===== src/rtl/qdec_cabac_ctrl_pkg.sv =====
// CABAC slice sequencer shared types.
// State and error encodings used by the controller.
package qdec_cabac_package;

  typedef enum logic [2:0] {
    CABAC_IDLE     = 3'd0,
    CABAC_CFG_CHK  = 3'd1,
    CABAC_CTX_INIT = 3'd2,
    CABAC_ISSUE    = 3'd3,
    CABAC_WAIT     = 3'd4,
    CABAC_DONE     = 3'd5
  } t_cabac_ctrl_state_e;

  typedef enum logic [1:0] {
    CABAC_ERR_NONE    = 2'd0,
    CABAC_ERR_CTU     = 2'd1,
    CABAC_ERR_TIMEOUT = 2'd2,
    CABAC_ERR_CFG     = 2'd3
  } t_cabac_err_e;

  localparam int CABAC_CTX_NUM = 186;

endpackage


===== src/rtl/qdec_cabac_ctrl_watchdog.sv =====
// CTU watchdog: counts enabled cycles since clear.
// expire pulses on the TIMEOUT_CYCLES-th enabled cycle.
module qdec_cabac_watchdog #(
  parameter int TIMEOUT_CYCLES = 65535
) (
  input  logic clk,
  input  logic rst_n,
  input  logic clr,
  input  logic en,
  output logic expire
);

  localparam int CW = $clog2(TIMEOUT_CYCLES + 1);
  localparam logic [CW-1:0] LAST = CW'(TIMEOUT_CYCLES - 1);

  logic [CW-1:0] cnt;

  assign expire = en && (cnt == LAST);

  always_ff @(posedge clk) begin
    if (!rst_n) begin
      cnt <= '0;
    end else if (clr) begin
      cnt <= '0;
    end else if (en) begin
      cnt <= cnt + CW'(1);
    end
  end

endmodule


===== src/rtl/qdec_cabac_ctrl.sv =====
// Slice-level CABAC sequencer: config check, context
// init, then raster-order CTU issue with a watchdog.
module qdec_cabac_ctrl
  import qdec_cabac_package::*;
#(
  parameter int CTX_NUM        = CABAC_CTX_NUM,
  parameter int CTX_IDX_W      = 8,
  parameter int CTB_W          = 8,
  parameter int TIMEOUT_CYCLES = 65535
) (
  input  logic                 clk,
  input  logic                 rst_n,
  input  logic                 cabac_start,
  input  logic [CTB_W-1:0]     cfg_pic_w_ctb,
  input  logic [CTB_W-1:0]     cfg_pic_h_ctb,
  input  logic [CTB_W-1:0]     cfg_slice_x,
  input  logic [CTB_W-1:0]     cfg_slice_y,
  output logic                 ctx_init_valid,
  output logic [CTX_IDX_W-1:0] ctx_init_idx,
  input  logic                 ctx_init_ready,
  output logic                 ctu_start,
  output logic [CTB_W-1:0]     ctu_x,
  output logic [CTB_W-1:0]     ctu_y,
  input  logic                 ctu_done,
  input  logic                 ctu_end_of_slice,
  input  logic                 ctu_error,
  output logic                 busy,
  output logic                 done,
  output logic [1:0]           err_code,
  output logic [15:0]          ctu_count
);

  localparam logic [CTX_IDX_W-1:0] IDX_LAST =
    CTX_IDX_W'(CTX_NUM - 1);

  t_cabac_ctrl_state_e state;

  logic [CTB_W-1:0] pic_w;
  logic [CTB_W-1:0] pic_h;
  logic [CTB_W-1:0] sl_x;
  logic [CTB_W-1:0] sl_y;
  logic             cfg_bad;
  logic             row_end;
  logic             last_ctb;
  logic             wd_clr;
  logic             wd_en;
  logic             wd_exp;

  assign cfg_bad = (pic_w == '0) || (pic_h == '0) ||
                   (sl_x >= pic_w) || (sl_y >= pic_h);
  assign row_end  = ctu_x == pic_w - CTB_W'(1);
  assign last_ctb = row_end && (ctu_y == pic_h - CTB_W'(1));

  assign busy           = state != CABAC_IDLE;
  assign done           = state == CABAC_DONE;
  assign ctu_start      = state == CABAC_ISSUE;
  assign ctx_init_valid = state == CABAC_CTX_INIT;

  assign wd_clr = state == CABAC_ISSUE;
  assign wd_en  = state == CABAC_WAIT;

  qdec_cabac_watchdog #(
    .TIMEOUT_CYCLES(TIMEOUT_CYCLES)
  ) u_wd (
    .clk   (clk),
    .rst_n (rst_n),
    .clr   (wd_clr),
    .en    (wd_en),
    .expire(wd_exp)
  );

  always_ff @(posedge clk) begin
    if (!rst_n) begin
      state        <= CABAC_IDLE;
      pic_w        <= '0;
      pic_h        <= '0;
      sl_x         <= '0;
      sl_y         <= '0;
      ctx_init_idx <= '0;
      ctu_x        <= '0;
      ctu_y        <= '0;
      err_code     <= '0;
      ctu_count    <= '0;
    end else begin
      unique case (state)
        CABAC_IDLE: begin
          if (cabac_start) begin
            pic_w     <= cfg_pic_w_ctb;
            pic_h     <= cfg_pic_h_ctb;
            sl_x      <= cfg_slice_x;
            sl_y      <= cfg_slice_y;
            err_code  <= CABAC_ERR_NONE;
            ctu_count <= '0;
            state     <= CABAC_CFG_CHK;
          end
        end
        CABAC_CFG_CHK: begin
          if (cfg_bad) begin
            err_code <= CABAC_ERR_CFG;
            state    <= CABAC_DONE;
          end else begin
            ctx_init_idx <= '0;
            state        <= CABAC_CTX_INIT;
          end
        end
        CABAC_CTX_INIT: begin
          if (ctx_init_ready) begin
            if (ctx_init_idx == IDX_LAST) begin
              ctu_x <= sl_x;
              ctu_y <= sl_y;
              state <= CABAC_ISSUE;
            end else begin
              ctx_init_idx <= ctx_init_idx + CTX_IDX_W'(1);
            end
          end
        end
        CABAC_ISSUE: begin
          state <= CABAC_WAIT;
        end
        CABAC_WAIT: begin
          // a CTU completion wins over a same-cycle timeout
          if (ctu_done) begin
            ctu_count <= ctu_count + 16'd1;
            if (ctu_error) begin
              err_code <= CABAC_ERR_CTU;
              state    <= CABAC_DONE;
            end else if (ctu_end_of_slice) begin
              state <= CABAC_DONE;
            end else if (last_ctb) begin
              err_code <= CABAC_ERR_CFG;
              state    <= CABAC_DONE;
            end else begin
              if (row_end) begin
                ctu_x <= '0;
                ctu_y <= ctu_y + CTB_W'(1);
              end else begin
                ctu_x <= ctu_x + CTB_W'(1);
              end
              state <= CABAC_ISSUE;
            end
          end else if (wd_exp) begin
            err_code <= CABAC_ERR_TIMEOUT;
            state    <= CABAC_DONE;
          end
        end
        CABAC_DONE: begin
          state <= CABAC_IDLE;
        end
        default: begin
          state <= CABAC_IDLE;
        end
      endcase
    end
  end

endmodule


===== config.mk =====
export PLATFORM = sky130hd
export DESIGN_NAME = qdec_cabac_ctrl
export DESIGN_NICKNAME = d
export VERILOG_FILES = /design/src/rtl/qdec_cabac_ctrl_pkg.sv /design/src/rtl/qdec_cabac_ctrl_watchdog.sv /design/src/rtl/qdec_cabac_ctrl.sv
export SDC_FILE = /design/constraint.sdc
export NUM_CORES = 1
export LEC_CHECK = 0
export BUFFER_PORTS_ARGS = -buffer_cell sky130_fd_sc_hd__buf_2
export CAP_MARGIN = 20
export CORE_MARGIN = 2
export CORE_UTILIZATION = 50
export DETAILED_ROUTE_END_ITERATION = 12
export HOLD_SLACK_MARGIN = 0.12
export PLACE_DENSITY = 0.79
export SKIP_CTS_REPAIR_TIMING = 1
export SLEW_MARGIN = 25
export SYNTH_ARGS = -nofsm -noshare
export SYNTH_HDL_FRONTEND = slang
export SYNTH_HIERARCHICAL = 1
export SYNTH_SLANG_ARGS = --single-unit

===== constraint.sdc =====
create_clock -name clk -period 2.8 [get_ports clk]
set_input_delay 0.28 -clock clk [delete_from_list [all_inputs] [get_ports clk]]
set_output_delay 0.28 -clock clk [all_outputs]
set_load 0.02 [all_outputs]

==> results of run 1 <==
-- kinds of logic (layout without fill, tap and decap cells) --
logic type / after synthesis / in the layout / synth area share
AOI/OAI and AO/OA: 138 / 138 / 0.182
xor gates and xnor gates: 48 / 48 / 0.0772
adders and majority gates: 27 / 27 / 0.0620
buffers and inverters: 67 / 149 / 0.0496
DFF: 93 / 93 / 0.342
muxes: 8 / 8 / 0.0156
and+or+nand+nor: 308 / 308 / 0.272
-- Yosys cell counts (4+ instances only) --
| master | number | area (µm²) |
|---|---|---|
| and4_1 | 6 | 52.6 |
| o311ai_0 | 4 | 35.0 |
| nor3_1 | 11 | 55.1 |
| ha_1 | 27 | 338 |
| nand3_1 | 31 | 155 |
| nor4_1 | 4 | 25.0 |
| inv_1 | 29 | 109 |
| o31ai_1 | 9 | 67.6 |
| o22ai_1 | 5 | 31.3 |
| and3_1 | 10 | 62.6 |
| dfxtp_1 | 93 | 1860 |
| or3_1 | 6 | 37.5 |
| and2_1 | 6 | 37.5 |
| mux2_2 | 4 | 45.0 |
| a21oi_1 | 24 | 120 |
| a21boi_0 | 37 | 278 |
| nor2_1 | 56 | 210 |
| o21ai_0 | 22 | 110 |
| nand3b_1 | 4 | 30.0 |
| mux2i_1 | 4 | 40.0 |
| nand2_1 | 133 | 499 |
| clkbuf_1 | 30 | 113 |
| a31oi_1 | 8 | 50.1 |
| nand4_1 | 13 | 81.3 |
| nor2b_1 | 4 | 25.0 |
| xor2_1 | 26 | 228 |
| xnor2_1 | 22 | 193 |
-- flip-flops by register name, summed over array words and instances, names as in the netlist, 3 cells and up --
name,flops
ctu_count,16
ctu_x,8
ctu_y,8
ctx_init_idx,8
pic_h,8
pic_w,8
sl_x,8
sl_y,8
state,3
u_wd/cnt,16
-- stage by stage --
step / std cells / TNS (ns) / util / cell area [µm²]
2_1_floorplan: 689 / 0 / - / 5450
3_3_place_gp: 895 / 0 / 0.561 / 6030
3_5_place_dp: 895 / -0.281 / 0.561 / 6030
4_1_cts: 911 / -0.430 / 0.578 / 6210
5_1_grt: 911 / -0.104 / 0.583 / 6260
6_report: 911 / 0 / 0.583 / 6260
-- worst max-delay path by stage --
stage	startpoint	to	slack [ns]	cells past startpoint
floorplan	pic_w[0]	ctu_x[0]	0.07	10
finish	pic_w[0]	ctu_x[3]	0.07	9
global placement	pic_w[1]	ctu_x[1]	0.11	9
detailed placement	pic_w[1]	ctu_x[3]	-0.06	9
global route	pic_w[1]	ctu_x[3]	-0.05	9
CTS	pic_w[1]	ctu_x[3]	-0.09	9
-- critical path: stages, from the launching register on --
cell       delay (ns)
dfxtp_2          0.35
inv_2            0.06
ha_4             0.15
nor3b_4          0.15
a221o_2          0.41
a2111oi_4        0.39
nand4_2          0.14
or3_4            0.47
a31oi_4          0.32
mux2i_1          0.22
-- placed cells by master, fill, tap and decap left out, types with 11 or more instances in the layout --
cell type	count
o21ai_0	20
buf_2	84
xnor2_1	22
xor2_1	26
nor2_1	55
a21oi_1	24
dfxtp_1	91
inv_1	27
a21boi_0	37
nor3_1	11
nand3_1	31
nand4_1	13
buf_4	18
nand2_1	133
ha_1	26
-- metal layers --
| metal | GRT usage | vias up |
|---|---|---|
| li1 | - | 2554 |
| met1 | 0.303 | 2401 |
| met2 | 0.400 | 166 |
| met3 | 0.0464 | 18 |
| met4 | 0.0632 | 0 |
| met5 | 0 | - |
-- area by class of cell --
class / count / area [µm²]
Timing Repair Buffer: 102 / 556
Inverter: 31 / 116
Clock inverter: 7 / 56.3
Clock buffer: 9 / 124
Multi-Input combinational cell: 529 / 3370
Tap cell: 140 / 175
Fill cell: 1000 / 4480
Sequential cell: 93 / 1860
-- power breakdown --
group | switching [µW] | leakage, µW | internal, µW
Combinational | 1030 | 0.00170 | 667
Clock | 527 | 0.0000842 | 334
Sequential | 212 | 0.000755 | 1470
Total | 1770 | 0.00254 | 2470
==> results.sh, run 1 <==
export IMPL_status="finished, final reports clean"
export IMPL_io_buffers=84
export IMPL_cp_max_fo=8
export IMPL_cts_tree="done"
export IMPL_grt_setup_unrepaired="true"
export IMPL_finalSetupViolations=0
export IMPL_synthesis_nets=755
export IMPL_r2r_end="ctu_x[3]"
export IMPL_dp_hpwl_mm=9.79
export IMPL_core_area_um2=10700
export IMPL_hold_start="cfg_slice_x[4]"
export IMPL_antenna_cells=0
export IMPL_whs_path_depth=3
export IMPL_clk_path_buf_depth=2
export IMPL_die_height_um=108
export IMPL_fin_crit_sh=0.976
export IMPL_drv_slew=0
export IMPL_peakVddDrop_v=0.000341
export IMPL_drive_gt1_frac=0.198
export IMPL_relSlewSlack=0.544
export IMPL_fmax_mhz=366
export IMPL_drt_wl_total_mm=13.3
export IMPL_r2r_cells=9
export IMPL_pwr_density_cell_nw_per_um2=678
export IMPL_viasPerCell=5.64
export IMPL_cts_num_sinks=93
export IMPL_routed_top_layer="met4"
export IMPL_synth_cell_types=68
export IMPL_drt_met1_wl_mm=5.96
export IMPL_worst_pin_slew_ns=0.684
export IMPL_min_to="sl_x[4]"
export IMPL_synth_edf_count=0
export IMPL_path_clk_slew_ns=0.11
export IMPL_drc_errors=0
export IMPL_start_kind="flop"
export IMPL_grt_max_degree=80
export IMPL_grt_pass1_wl_mm=22.4
export IMPL_routedWlPerCell_um=14.6
export IMPL_cp_end_kind="flop"
export IMPL_post_route_min_period_ns=2.73
export IMPL_antenna_found_initial=0
export IMPL_die_width_um=108
export IMPL_power_uw=4250
export IMPL_drv_cap=0
export IMPL_met2_length_mm=6.35
export IMPL_grt_usage=0.235
export IMPL_drt_initial_drc_count=512
export IMPL_setup_ws_ns=0.0661
export IMPL_hold_class="input pin to flop"
export IMPL_grt_overflow=0
export IMPL_pre_cts_slack_ns=-0.0629
export IMPL_leakage_uw=0.00254
export IMPL_dr_wl_met3_um=778
export IMPL_synthFlopType="dfxtp_1"
export IMPL_synthArstFlopShare=0
export IMPL_vias=5139
export IMPL_area_delta_synth_final_pct=15.0
export IMPL_path_class="flop to flop"
export IMPL_gp_congestion=0.873
export IMPL_cts_buffers=9
export IMPL_grt_pass1_vias=4822
export IMPL_arrival_ns=3.03
export IMPL_root_buffer="clkbuf_8"
export IMPL_dieArea_um2=11700
export IMPL_ys_ff_latch=93
export IMPL_syn_cell_area_um2=5450
export IMPL_ff2ff_setup_slack_ns=0.07
export IMPL_finalClockSkew_ns=0.0146
export IMPL_ctsHtreeMaxLevel=3
export IMPL_io_pins=85
export IMPL_fin_nets=832
export IMPL_initial_core_util=0.507
export IMPL_antenna_left=0
export IMPL_yosysSeqAreaShare=0.342
export IMPL_avgSynthCellArea_um2=7.90
export IMPL_hold_violations=0
export IMPL_dr_pass1_iters=5
export IMPL_rows=38
export IMPL_hold_ws_ns=0.140
export IMPL_rr_startpoint="pic_w[0]"
export IMPL_syn_inst=689
export IMPL_crit_required_ns=3.10
export IMPL_clk_latency_ns=0.37
export IMPL_yosysWarnings=6
No activity file was read; power rests on OpenSTA's default activity.
==> run 2: changes to the inputs <==
BUFFER_PORTS_ARGS = default   (was -buffer_cell sky130_fd_sc_hd__buf_2)
CORE_UTILIZATION = 47   (was 50)
DONT_BUFFER_PORTS = 1   (was default)
PLACE_DENSITY = 0.69   (was 0.79)
==> run 2 against run 1 <==
  * Combinational power is 5% higher
  * Routed wire length rose by 5.5%
  * Critical path depth did not move
  * Worst hold slack got worse by 0.045 ns
==> results.sh, run 2 (synthesis gave the netlist of run 1 again) <==
export IMPL_critPathTopFamily="compound AO/OA/AOI/OAI gates"
export IMPL_routedWlPerCell_um=15.8
export IMPL_rr_startpoint="pic_w[1]"
export IMPL_relSlewSlack=0.390
export IMPL_drive_gt1_frac=0.126
export IMPL_finalSetupViolations=0
export IMPL_core_area_um2=11400
export IMPL_die_height_um=112
export IMPL_power_uw=4720
export IMPL_path_class="flop to flop"
export IMPL_slowest_stage="or3_4"
export IMPL_cp_end_kind="flop"
export IMPL_initial_core_util=0.479
export IMPL_cts_buffers=9
export IMPL_area_delta_synth_final_pct=19.3
export IMPL_peakVddDrop_v=0.000554
export IMPL_dpl_cell_count=832
export IMPL_dp_hpwl_mm=9.63
export IMPL_rows=39
export IMPL_drv_slew=0
export IMPL_cp_max_fo=8
export IMPL_pwr_density_cell_nw_per_um2=726
export IMPL_die_width_um=112
export IMPL_start_kind="flop"
export IMPL_hold_start="cfg_pic_h_ctb[4]"
export IMPL_layout_common_cells="nand2_1 (133), dfxtp_1 (89), nor2_1 (55)"
export IMPL_instances_no_fill=887
export IMPL_hold_ws_ns=0.0943
export IMPL_placed_cell_area_um2=5740
export IMPL_pre_cts_slack_ns=-0.142
export IMPL_slowest_delay_ns=0.47
export IMPL_fin_crit_sh=0.985
export IMPL_grt_max_degree=83
export IMPL_drc_errors=0
export IMPL_post_route_min_period_ns=2.76
export IMPL_final_common_cell="nand2_1"
export IMPL_grt_pass1_wl_mm=22.0
export IMPL_crit_required_ns=3.07
export IMPL_leakage_uw=0.00247
export IMPL_clk_path_buf_depth=2
export IMPL_status="finished, final reports clean"
export IMPL_grt_pass1_vias=4595
export IMPL_grt_setup_unrepaired="true"
export IMPL_ctsHtreeMaxLevel=3
export IMPL_fmax_mhz=363
export IMPL_dieArea_um2=12500
export IMPL_clk_latency_ns=0.35
export IMPL_fin_nets=805
export IMPL_root_buffer="clkbuf_16"
export IMPL_startpoint="pic_w[1]"
export IMPL_hold_violations=0
export IMPL_drv_cap=0
export IMPL_postLayoutCellArea_um2=6500
export IMPL_antenna_left=0
export IMPL_io_buffers=0
export IMPL_setup_ws_ns=0.0431
export IMPL_cp_cell_sequence="inv_2, ha_4, nor3b_4, a221o_2, a2111oi_4, nand4_2, or3_4, a31oi_4, mux2i_1"
export IMPL_dr_pass1_iters=5
export IMPL_cts_tree="done"
export IMPL_drt_wl_total_mm=14.0
export IMPL_path_clk_slew_ns=0.07
export IMPL_antenna_found_initial=0
export IMPL_io_pins=85
export IMPL_vias=5142
export IMPL_grt_overflow=0
export IMPL_antenna_cells=0
export IMPL_drt_initial_drc_count=438
export IMPL_arrival_ns=3.02
export IMPL_gp_congestion=0.874
export IMPL_hold_class="input pin to flop"
export IMPL_cp_num_buf_inv=1
export IMPL_finalClockSkew_ns=0.00912
export IMPL_viasPerCell=5.80
export IMPL_grt_usage=0.213
export IMPL_cts_num_sinks=93
export IMPL_largestRegisters="ctu_count: 16 flops, u_wd/cnt: 16 flops"
export IMPL_worst_pin_slew_ns=0.912
-- run 2: cell count changes in the layout (fill, tap and decap cells not counted), sizes merged --
cell	delta
bufinv	+1
clkbuf	+2
inv	-1
buf	-60
dlygate4sd3	+33
clkinvlp	-2
-- run 2: power by group --
group / internal, µW / leakage, µW / switching (µW) / total, µW
clock network: 728 / 0.000148 / 539 / 1270
registers: 1480 / 0.000756 / 192 / 1670
logic: 716 / 0.00157 / 1060 / 1780
total: 2920 / 0.00247 / 1800 / 4720
-- run 2: worst paths after layout --
path / end / slack [ns] / cells after the start
worst min-delay path: pic_h[4] / 0.09 / 2
worst max register to register: ctu_x[1] / 0.04 / 9
worst min register to register: sl_x[0] / 0.48 / 2
worst max-delay path: ctu_x[1] / 0.04 / 9
-- run 2: stage by stage --
step | utilization | setup TNS, ns
5_1_grt | 0.572 | -0.360
6_report | 0.572 | 0
3_5_place_dp | 0.505 | -0.832
3_3_place_gp | 0.505 | 0
2_1_floorplan | - | 0
4_1_cts | 0.532 | -0.886
-- run 2: worst reg2reg max path: cells and delay by family (launching register included) --
| kind | cells | cell delay [ns] |
|---|---|---|
| mux | 1 | 0.25 |
| buf+inv | 1 | 0.05 |
| compound gates | 3 | 1.13 |
| fa+ha+maj | 1 | 0.16 |
| simple gates | 3 | 0.76 |
| flops | 1 | 0.33 |
-- run 2: cell type report --
type                    count  area, µm²
flip-flops and latches     93       1870
fillers                  1040       4870
inverters                  31        116
clock inverters             5       66.3
clock buffers              11        243
well taps                 143        179
multi-input cells         529       3370
repair buffers             75        658
-- run 2: routing by layer --
layer	global-route usage	vias to the layer above	share of wire
met5	0	-	0
met1	0.281	2394	0.45
met4	0.0716	0	0.017
met3	0.0604	30	0.073
met2	0.336	207	0.46
li1	-	2511	-
==> run 3: changes to the inputs <==
--- a/config.mk
+++ b/config.mk
@@ -9,4 +9,5 @@
 export CORE_MARGIN = 2
 export CORE_UTILIZATION = 47
+export CTS_CLUSTER_DIAMETER = 30
 export DETAILED_ROUTE_END_ITERATION = 12
 export DONT_BUFFER_PORTS = 1
==> constraint.sdc (replaced) <==
create_clock -name clk -period 2.8 [get_ports clk]
set_input_delay 0.56 -clock clk [delete_from_list [all_inputs] [get_ports clk]]
set_output_delay 0.56 -clock clk [all_outputs]
set_load 0.02 [all_outputs]
==> run 3 against run 2 <==
  * Clock power down 13%
  * Combinational power is 4% lower
  * Final area is 6.5% lower
  * First-iteration DRC count decreased by 18%
  * Critical path depth unchanged
  * Sequential power is essentially flat
  * Via count shrank 6.3%
  * Routed wire length fell by 5.7%
  * Fmax grew 1.4%
  * Die area is the same
  * Critical path type unchanged
==> results.sh, run 3 (synthesis gave the netlist of run 1 again) <==
export IMPL_status="finished, final reports clean"
export IMPL_clk_path_buf_depth=2
export IMPL_hold_class="input pin to flop"
export IMPL_final_common_cell="nand2_1"
export IMPL_rows=39
export IMPL_peakVddDrop_v=0.000483
export IMPL_arrival_ns=2.98
export IMPL_power_uw=4490
export IMPL_hold_violations=0
export IMPL_pwr_density_cell_nw_per_um2=739
export IMPL_dpl_cell_count=831
export IMPL_gp_congestion=0.870
export IMPL_grt_usage=0.212
export IMPL_grt_pass1_wl_mm=21.9
export IMPL_grt_max_degree=83
export IMPL_finalSetupViolations=0
export IMPL_io_pins=85
export IMPL_largestRegisters="ctu_count: 16 flops, u_wd/cnt: 16 flops"
export IMPL_fin_nets=767
export IMPL_grt_pass1_vias=4570
export IMPL_cp_end_kind="flop"
export IMPL_ff2ff_setup_slack_ns=0.08
export IMPL_drive_gt1_frac=0.125
export IMPL_area_delta_synth_final_pct=11.5
export IMPL_pre_cts_slack_ns=-0.0735
export IMPL_setup_ws_ns=0.0820
export IMPL_instances_no_fill=847
export IMPL_grt_setup_unrepaired="true"
export IMPL_dr_pass1_iters=5
export IMPL_clk_latency_ns=0.34
export IMPL_leakage_uw=0.00228
export IMPL_min_to="ctu_count[0]"
export IMPL_antenna_left=0
export IMPL_path_class="flop to flop"
export IMPL_antenna_found_initial=0
export IMPL_dieArea_um2=12500
export IMPL_hold_start="rst_n"
export IMPL_die_width_um=112
export IMPL_ctsHtreeMaxLevel=3
export IMPL_die_height_um=112
export IMPL_cts_num_sinks=93
export IMPL_routedWlPerCell_um=15.6
export IMPL_r2r_end="ctu_x[0]"
export IMPL_worst_pin_slew_ns=0.740
export IMPL_fin_crit_sh=0.971
export IMPL_initial_core_util=0.479
export IMPL_rr_startpoint="pic_w[0]"
export IMPL_start_kind="flop"
export IMPL_cts_buffers=9
export IMPL_dp_hpwl_mm=9.71
export IMPL_root_buffer="clkbuf_16"
export IMPL_drv_slew=0
export IMPL_antenna_cells=0
export IMPL_r2r_cells=9
export IMPL_whs_path_depth=1
export IMPL_drc_errors=0
export IMPL_drt_wl_total_mm=13.2
export IMPL_grt_overflow=0
export IMPL_regArea_um2=1870
export IMPL_vias=4816
export IMPL_core_area_um2=11400
export IMPL_layout_common_cells="nand2_1 (133), dfxtp_1 (90), nor2_1 (55)"
export IMPL_viasPerCell=5.69
export IMPL_crit_required_ns=3.07
export IMPL_cp_max_fo=8
export IMPL_multi_input_area_um2=3370
export IMPL_drv_cap=0
export IMPL_fmax_mhz=368
export IMPL_drt_initial_drc_count=358
export IMPL_path_clk_slew_ns=0.07
export IMPL_finalClockSkew_ns=0.00693
export IMPL_cts_tree="done"
export IMPL_relSlewSlack=0.503
export IMPL_fill_cells=1052
export IMPL_post_route_min_period_ns=2.72
export IMPL_io_buffers=0
-- run 3: power by group --
part	switching (µW)	internal, µW
registers	198	1480
clock network	513	595
logic	1030	671
-- run 3: per-layer routing --
| layer | share of wire | global-route usage | vias to the layer above |
|---|---|---|---|
| met5 | 0 | 0 | - |
| met4 | 0.012 | 0.0617 | 0 |
| met3 | 0.069 | 0.0572 | 14 |
| met2 | 0.46 | 0.338 | 147 |
| met1 | 0.46 | 0.283 | 2227 |
| li1 | - | - | 2428 |
-- run 3: through the flow --
stage	area [µm²]	TNS [ns]	hold WS (ns)	util
after global placement	5740	0	0.465	0.505
after global routing	6070	-0.0175	0.336	0.534
final	6070	0	0.351	0.534
after CTS	6000	-0.433	0.346	0.527
after floorplan	5450	0	0.453	-
after detailed placement	5740	-0.421	0.475	0.505
-- run 3: worst max-delay path by stage --
| stage | from | to | slack, ns |
|---|---|---|---|
| CTS | pic_w[0] | ctu_x[0] | -0.09 |
| finish | pic_w[0] | ctu_x[0] | 0.08 |
| floorplan | pic_w[0] | ctu_x[0] | 0.07 |
| global route | pic_w[0] | ctu_x[0] | -0.02 |
| global placement | pic_w[0] | ctu_x[1] | 0.09 |
| detailed placement | pic_w[0] | ctu_x[7] | -0.07 |
-- run 3: final cells by class --
class	count	share of cell area
tap	143	0.0295
clock inverter	5	0.00577
clock buffer	9	0.0371
inverter	31	0.0192
timing repair buffer	37	0.0457
sequential	93	0.307
multi-input combinational	529	0.556
-- run 3: critical path, stage by stage (launching register included) --
cell and delay (ns):
dfxtp_2 0.34, inv_2 0.05, ha_4 0.16, nor3b_4 0.16, a221o_2 0.39, a2111oi_4 0.39, nand4_2 0.14, or3_4 0.46
a31oi_4 0.33, mux2i_1 0.23
